### src/rtl/axis_reg_packetizer.sv
// Register-write packetizer: turns one {address, data} command into an MSB-first
// AXI-Stream byte packet, then optionally waits for the SPI serializer's done pulse.
module axis_reg_packetizer #(
    parameter int ADDR_BYTES   = 2,
    parameter int DATA_BYTES   = 1,
    parameter int WAIT_DONE    = 1,
    parameter int DONE_TIMEOUT = 4096
) (
    input  logic                    clk,
    input  logic                    reset,
    input  logic                    cmd_valid,
    output logic                    cmd_ready,
    input  logic [8*ADDR_BYTES-1:0] cmd_addr,
    input  logic [8*DATA_BYTES-1:0] cmd_data,
    output logic [7:0]              TDATA,
    output logic                    TVALID,
    input  logic                    TREADY,
    output logic                    TLAST,
    input  logic                    spi_done,
    output logic                    busy,
    output logic                    timeout_err,
    output logic [1:0]              o_dbg_state
);
    localparam int N  = ADDR_BYTES + DATA_BYTES;
    localparam int W  = 8 * N;
    localparam int CW = $clog2(N + 1);
    localparam int TW = $clog2(DONE_TIMEOUT);
    localparam logic [CW-1:0] CNT_LAST  = CW'(N - 1);
    localparam logic [TW-1:0] TIMER_MAX = TW'(DONE_TIMEOUT - 1);

    typedef enum logic [1:0] {
        S_IDLE = 2'd0,
        S_SEND = 2'd1,
        S_WAIT = 2'd2
    } state_t;

    // Handshakes: a command transfers when cmd_valid && cmd_ready; a stream beat
    // transfers when TVALID && TREADY. TDATA/TLAST hold while TVALID && !TREADY.
    state_t        r_state, w_state_nxt;
    logic [W-1:0]  r_shift, w_shift_nxt;
    logic [W-1:0]  w_shift_adv;
    logic [W-1:0]  w_cmd_word;
    logic [CW-1:0] r_cnt, w_cnt_nxt;
    logic [TW-1:0] r_timer, w_timer_nxt;
    logic          r_cmd_ready, w_cmd_ready_nxt;
    logic [7:0]    r_tdata, w_tdata_nxt;
    logic          r_tvalid, w_tvalid_nxt;
    logic          r_tlast, w_tlast_nxt;
    logic          r_busy, w_busy_nxt;
    logic          r_timeout, w_timeout_nxt;
    logic          w_cmd_hs;
    logic          w_beat_hs;

    assign w_cmd_word  = {cmd_addr, cmd_data};
    assign w_shift_adv = r_shift << 8;
    assign w_cmd_hs    = cmd_valid && r_cmd_ready;
    assign w_beat_hs   = r_tvalid && TREADY;

    always_comb begin
        w_state_nxt     = r_state;
        w_shift_nxt     = r_shift;
        w_cnt_nxt       = r_cnt;
        w_timer_nxt     = r_timer;
        w_cmd_ready_nxt = r_cmd_ready;
        w_tdata_nxt     = r_tdata;
        w_tvalid_nxt    = r_tvalid;
        w_tlast_nxt     = r_tlast;
        w_busy_nxt      = r_busy;
        w_timeout_nxt   = 1'b0;
        case (r_state)
            S_IDLE: begin
                w_cmd_ready_nxt = 1'b1;
                w_busy_nxt      = 1'b0;
                if (w_cmd_hs) begin
                    w_shift_nxt     = w_cmd_word;
                    w_tdata_nxt     = w_cmd_word[W-1 -: 8];
                    w_tvalid_nxt    = 1'b1;
                    w_tlast_nxt     = (N == 1);
                    w_cnt_nxt       = CNT_LAST;
                    w_cmd_ready_nxt = 1'b0;
                    w_busy_nxt      = 1'b1;
                    w_state_nxt     = S_SEND;
                end
            end
            S_SEND: begin
                // r_cnt counts the bytes still queued behind the one on TDATA.
                if (w_beat_hs) begin
                    if (r_cnt != '0) begin
                        w_shift_nxt = w_shift_adv;
                        w_tdata_nxt = w_shift_adv[W-1 -: 8];
                        w_cnt_nxt   = r_cnt - 1'b1;
                        w_tlast_nxt = (r_cnt == CW'(1));
                    end else begin
                        w_tvalid_nxt = 1'b0;
                        w_tlast_nxt  = 1'b0;
                        if (WAIT_DONE != 0) begin
                            w_timer_nxt = '0;
                            w_state_nxt = S_WAIT;
                        end else begin
                            w_cmd_ready_nxt = 1'b1;
                            w_busy_nxt      = 1'b0;
                            w_state_nxt     = S_IDLE;
                        end
                    end
                end
            end
            S_WAIT: begin
                w_timer_nxt = r_timer + 1'b1;
                // A done pulse on the expiry cycle takes priority over the error.
                if (spi_done) begin
                    w_cmd_ready_nxt = 1'b1;
                    w_busy_nxt      = 1'b0;
                    w_state_nxt     = S_IDLE;
                end else if (r_timer == TIMER_MAX) begin
                    w_timeout_nxt   = 1'b1;
                    w_cmd_ready_nxt = 1'b1;
                    w_busy_nxt      = 1'b0;
                    w_state_nxt     = S_IDLE;
                end
            end
            default: begin
                w_state_nxt = S_IDLE;
            end
        endcase
    end

    always_ff @(posedge clk) begin
        if (reset) begin
            r_state     <= S_IDLE;
            r_shift     <= '0;
            r_cnt       <= '0;
            r_timer     <= '0;
            r_cmd_ready <= 1'b0;
            r_tdata     <= 8'h00;
            r_tvalid    <= 1'b0;
            r_tlast     <= 1'b0;
            r_busy      <= 1'b0;
            r_timeout   <= 1'b0;
        end else begin
            r_state     <= w_state_nxt;
            r_shift     <= w_shift_nxt;
            r_cnt       <= w_cnt_nxt;
            r_timer     <= w_timer_nxt;
            r_cmd_ready <= w_cmd_ready_nxt;
            r_tdata     <= w_tdata_nxt;
            r_tvalid    <= w_tvalid_nxt;
            r_tlast     <= w_tlast_nxt;
            r_busy      <= w_busy_nxt;
            r_timeout   <= w_timeout_nxt;
        end
    end

    assign cmd_ready   = r_cmd_ready;
    assign TDATA       = r_tdata;
    assign TVALID      = r_tvalid;
    assign TLAST       = r_tlast;
    assign busy        = r_busy;
    assign timeout_err = r_timeout;
    assign o_dbg_state = r_state;

endmodule
### config.mk
export PLATFORM = sky130hd
export DESIGN_NAME = axis_reg_packetizer
export DESIGN_NICKNAME = d
export VERILOG_FILES = /design/src/rtl/axis_reg_packetizer.sv
export SDC_FILE = /design/constraint.sdc
export NUM_CORES = 1
export LEC_CHECK = 0
export ABC_AREA = 1
export CAP_MARGIN = 15
export CORE_AREA = 2 2 80 66
export DETAILED_ROUTE_END_ITERATION = 10
export DIE_AREA = 0 0 82 68
export PLACE_DENSITY = 0.79
export SYNTH_ARGS = -nofsm -noshare
export SYNTH_HDL_FRONTEND = slang
export SYNTH_SLANG_ARGS = --single-unit
### constraint.sdc
create_clock -name clk -period 1.17 [get_ports clk]
set_input_delay 0.234 -clock clk [delete_from_list [all_inputs] [get_ports clk]]
set_output_delay 0.234 -clock clk [all_outputs]
set_load 0.02 [all_outputs]
* Yosys cells after proc, flatten, opt, wreduce, memory -nomap -nowiden
Index checks and enable logic that the tools add are counted.
Storage, ports and cells: register bits 45, bits of input ports 29, output and inout bits 15, logic and storage cells 74
Cells by class: add/sub/neg operators 2, equal/unequal tests 9, muxes and demuxes 38, bitwise operators 1, reduce and logical (&&, ||, !) cells 14
Operators by type and width (number):
- $mux 16 | 3
- $pmux 16 s2 | 1
- $mux 12 | 2
- $mux 8 | 3
- $pmux 12 s2 | 1
- $mux 2 | 8
- $pmux 8 s2 | 1
- $mux 1 | 13
- $add 12x1->12 const B | 1
- $eq 12x12->1 const B | 1
- $reduce_and 4->1 | 3
- $ne 2x2->1 const B | 4
- $pmux 1 s2 | 4
- $reduce_bool 2->1 | 4
- $pmux 2 s3 | 1
- $reduce_and 3->1 | 2
- $eq 2x1->1 const B | 2
- $pmux 2 s2 | 1
- $ne 3x3->1 const B | 1
- $reduce_or 3->1 | 1
- $eq 2x2->1 const B | 1
- $logic_and 1x1->1 | 2
- $logic_not 2->1 | 1
- $reduce_and 2->1 | 1
- other kinds (2) | 2

* Logic depth before layout (Yosys ltp)
depth in word-level cells 4, depth in mapped cells 10, depth with buffers taken out 10

* Least setup slack after synthesis
No wires, ideal clock.
kind reg2reg, start register r_state[0], in the netlist o_dbg_state[0], end register r_tdata[0], in the netlist TDATA[0], setup time 0.142 ns, arrival 1.288 ns, data required time 1.028 ns, setup slack -0.260 ns, cell stages (with the launch flop) 11, path buffers 1, clock period less this slack 1.430 ns, cell sequence dfxtp_1 -> inv_1 -> nor2_2 -> nand2_1 -> nand2_1 -> nor2_2 -> nand2_4 -> clkinv_4 -> buf_12 -> nand2_2 -> a21oi_2
Between the ends: word-level cells in the longest chain between the ends 3, elaborated cells on any way between the ends 8, those cells by class 4 x eq/ne; 1 x mux; 3 x reduce/logical
RTL lines:
- from (decl) | line 39 | state_t r_state, w_state_nxt;
- from (signal assigned) | line 140 | r_state <= w_state_nxt;
- $eq 2x1->1 / $logic_not 2->1 (equally long branches) | line 70 | case (r_state)
- $ne 2x2->1 (no line) / $reduce_bool 2->1 (equally long branches)
- $reduce_and 4->1 (no line)
- to (signal assigned) | line 145 | r_tdata <= w_tdata_nxt;
- to (decl) | line 46 | logic [7:0] r_tdata, w_tdata_nxt;
Parallel ways exist; a longest one is shown, timed or not. A chain may end at the register's enable or synchronous reset.

* Worst setup path in the final report
start register r_state[0], in the netlist o_dbg_state[0], end register r_tdata[4], in the netlist TDATA[4]
Same word-level chain as after synthesis.

==> reports/metrics.yaml <==
fin_total_pwr_uw: 3680
grt_pass1_wl_um: 9230
dr.pass1.iters: 4
synth-seq-area-share_pct: 42.1
hp-class: "reg2reg"
core-area_mm2: 0.00483
dpl-instance-area_mm2: 0.00295
slowest_stage: "dfxtp_4"
dieWidth_um: 82
holdWs_ps: 467
num_vias: 2260
layoutNonFillerInstCount: 456
grt-ovfl-total: 0
fin_tns_setup_ps: -4480
clock.fmax_ghz: 0.737
antenna_left: 0
rrSetupSlack_ps: -190
clock_latency_ps: 300
clock_sinks: 45
h-tree-depth: 2
worstSetupPathType: "reg2reg"
routed.top_layer: "met4"
syn-instance-count: 312
cpPeakStageDelay_ps: 380
timing.final.crit_share_pct: 116
io_pins: 44
cp_num_buf_inv: 2
max-slew-margin-rel_pct: 71.3
startpoint_type: "flip-flop"
syn_area_mm2: 0.00214
status: "complete, but fails checks"
synth_area_leaders: "dfxtp_1 (42%), nand2_1 (24%), a21oi_1 (7.3%)"
antenna_cells: 0
numCtsBuffers: 5
grt_max_degree: 18
syn_nets: 344
dp_hpwl_um: 3830
std_cell_rows: 23
powerDensity_mw_per_mm2: 1080
hold_violations: 0
grt_pass1_vias: 2063
path_max_fanout: 8
viasPerCell: 4.96
dp_cells: 436
cts-root-buf: "clkbuf_8"
grt_use_total_pct: 21.7
die_area_mm2: 0.00558
setup_viol: 41
cts_tree: "yes"
setup_slack_ps: -187
max_cap_viol_count: 0
die_h_um: 68
end_kind: "flip-flop"
leakagePower_uw: 0.00142
cp_cell_sequence: "inv_4 -> nor2_4 -> nand2_2 -> nand2_4 -> nor2_4 -> nand2_8 -> clkbuf_16 -> nand2_1 -> a21oi_2"
drt-initial-drc-count: 130
synth_top_area_cell: "dfxtp_1"
ys_seq_elements: 45
critPathRequiredTime_ps: 1410
synth_top_area_share_pct: 42.1
io_buffers: 43
clk_path_buf_depth: 2
cp.arrival_ps: 1600
wl_per_cell_um: 13.4
crit_family: "simple AND/OR/NAND/NOR gates"
drv_slew: 0
wl_met2_um: 2970
fin_worst_skew_ps: 10.6
drc: 0
path_clk_slew_ps: 90
crit_top_cell: "nor2_4"
nets: 425
fin_crit_ps: 1360
ir_drop_v: 0.000629
rsz0062_at_grt: "true"
grt_antenna_before_repair: 0
wirelength_um: 6110
synth_cell_types: 22
synth-warning-count: 0
final_layout_size_suffix_gt1_share_pct: 41.6
violations: "setup timing"
syn_to_final_growth_pct: 59.2
worst_pin_slew_ps: 430
start_util_pct: 44.2
wl_met3_um: 335
design_area_mm2: 0.00340
syn_avg_cell_area_um2: 6.85
place.gp.congestion: 0.848
drt-met1-wl_um: 2710
==> through the flow <==
stage / utilization, % / setup WS (ps)
final: 70.4 / -187
after global routing: 70.4 / -247
after global placement: 61.0 / -378
after detailed placement: 61.0 / -473
after floorplan: - / -103
after CTS: 67.4 / -152
==> synthesized netlist by cell type, drive strengths merged <==
library cell  count
ha                3
o21bai            1
buf               7
clkinv            1
dfxtp            45
nor2             18
inv              20
clkbuf            5
o21ai            12
a21oi            41
nor3              2
nand2           144
nand3            12
nor4              1
==> timing repair <==
item / CTS / global route
resized for setup: 92 / 60
gates cloned: 1 / 1
hold endpoints to repair: 0 / 0
hold buffers: 0 / 0
pin swaps: 20 / 12
buffers inserted: 8 / 4
setup endpoints to repair: 59 / 54
==> per-layer routing <==
metal / vias up / global-route usage, %
met5: - / 0
li1: 1147 / -
met2: 61 / 34.7
met3: 9 / 5.01
met1: 1043 / 28.4
met4: 0 / 8.54
==> placed cells by master, fill, tap and decap left out, drive strengths merged <==
cell / netlist / layout
clkdlybuf4s15: 0 / 3
clkinv: 1 / 1
ha: 3 / 3
o21ai: 12 / 12
buf: 7 / 54
nand2: 144 / 144
dfxtp: 45 / 45
clkdlybuf4s50: 0 / 28
o21bai: 1 / 1
nor4: 1 / 1
clkbuf: 5 / 9
nand3: 12 / 12
nor2: 18 / 18
a21oi: 41 / 41
inv: 20 / 20
nor3: 2 / 2
==> worst reg2reg max path: cells and delay by family, from the launching register on <==
family	cells	cell delay [ps]
AND/OR/NAND/NOR	6	600
flip-flops	1	380
buffers and inverters	2	200
AO/OA/AOI/OAI	1	130
==> flip-flops by register name, indices dropped and copies added, names as in the netlist <==
name / count
TDATA: 8
TLAST: 1
TVALID: 1
busy: 1
cmd_ready: 1
o_dbg_state: 2
r_cnt: 2
r_shift: 16
r_timer: 12
timeout_err: 1
==> cell type report <==
| cell class | instances | area [um^2] |
|---|---|---|
| clock buffer | 8 | 80.1 |
| fill | 342 | 1430 |
| inverter | 21 | 101 |
| multi-input combinational | 234 | 1400 |
| sequential | 45 | 926 |
| tap | 62 | 77.6 |
| timing repair buffer | 86 | 820 |
==> where the power goes <==
group / internal (uW) / switching, uW / leakage [uW]
registers: 1620 / 62.5 / 0.000372
clock network: 425 / 515 / 0.0000395
logic: 491 / 574 / 0.00101
==> cell families after synthesis <==
kind of cell	Yosys count	share of synthesized area (%)
buffers and inverters	33	7.61
flip-flops	45	42.1
AO/OA/AOI/OAI	54	14.5
adder cells (fa/ha/maj)	3	1.76
AND/OR/NAND/NOR	177	34.0
==> final timing paths <==
kind	to	startpoint	cells after the start
worst max-delay path	TDATA[4]	o_dbg_state[0]	9
worst min-delay path	r_shift[13]	r_shift[13]	2
worst max register to register	TDATA[4]	o_dbg_state[0]	9
worst min register to register	r_shift[13]	r_shift[13]	2
(Power assumes the default switching activity.)
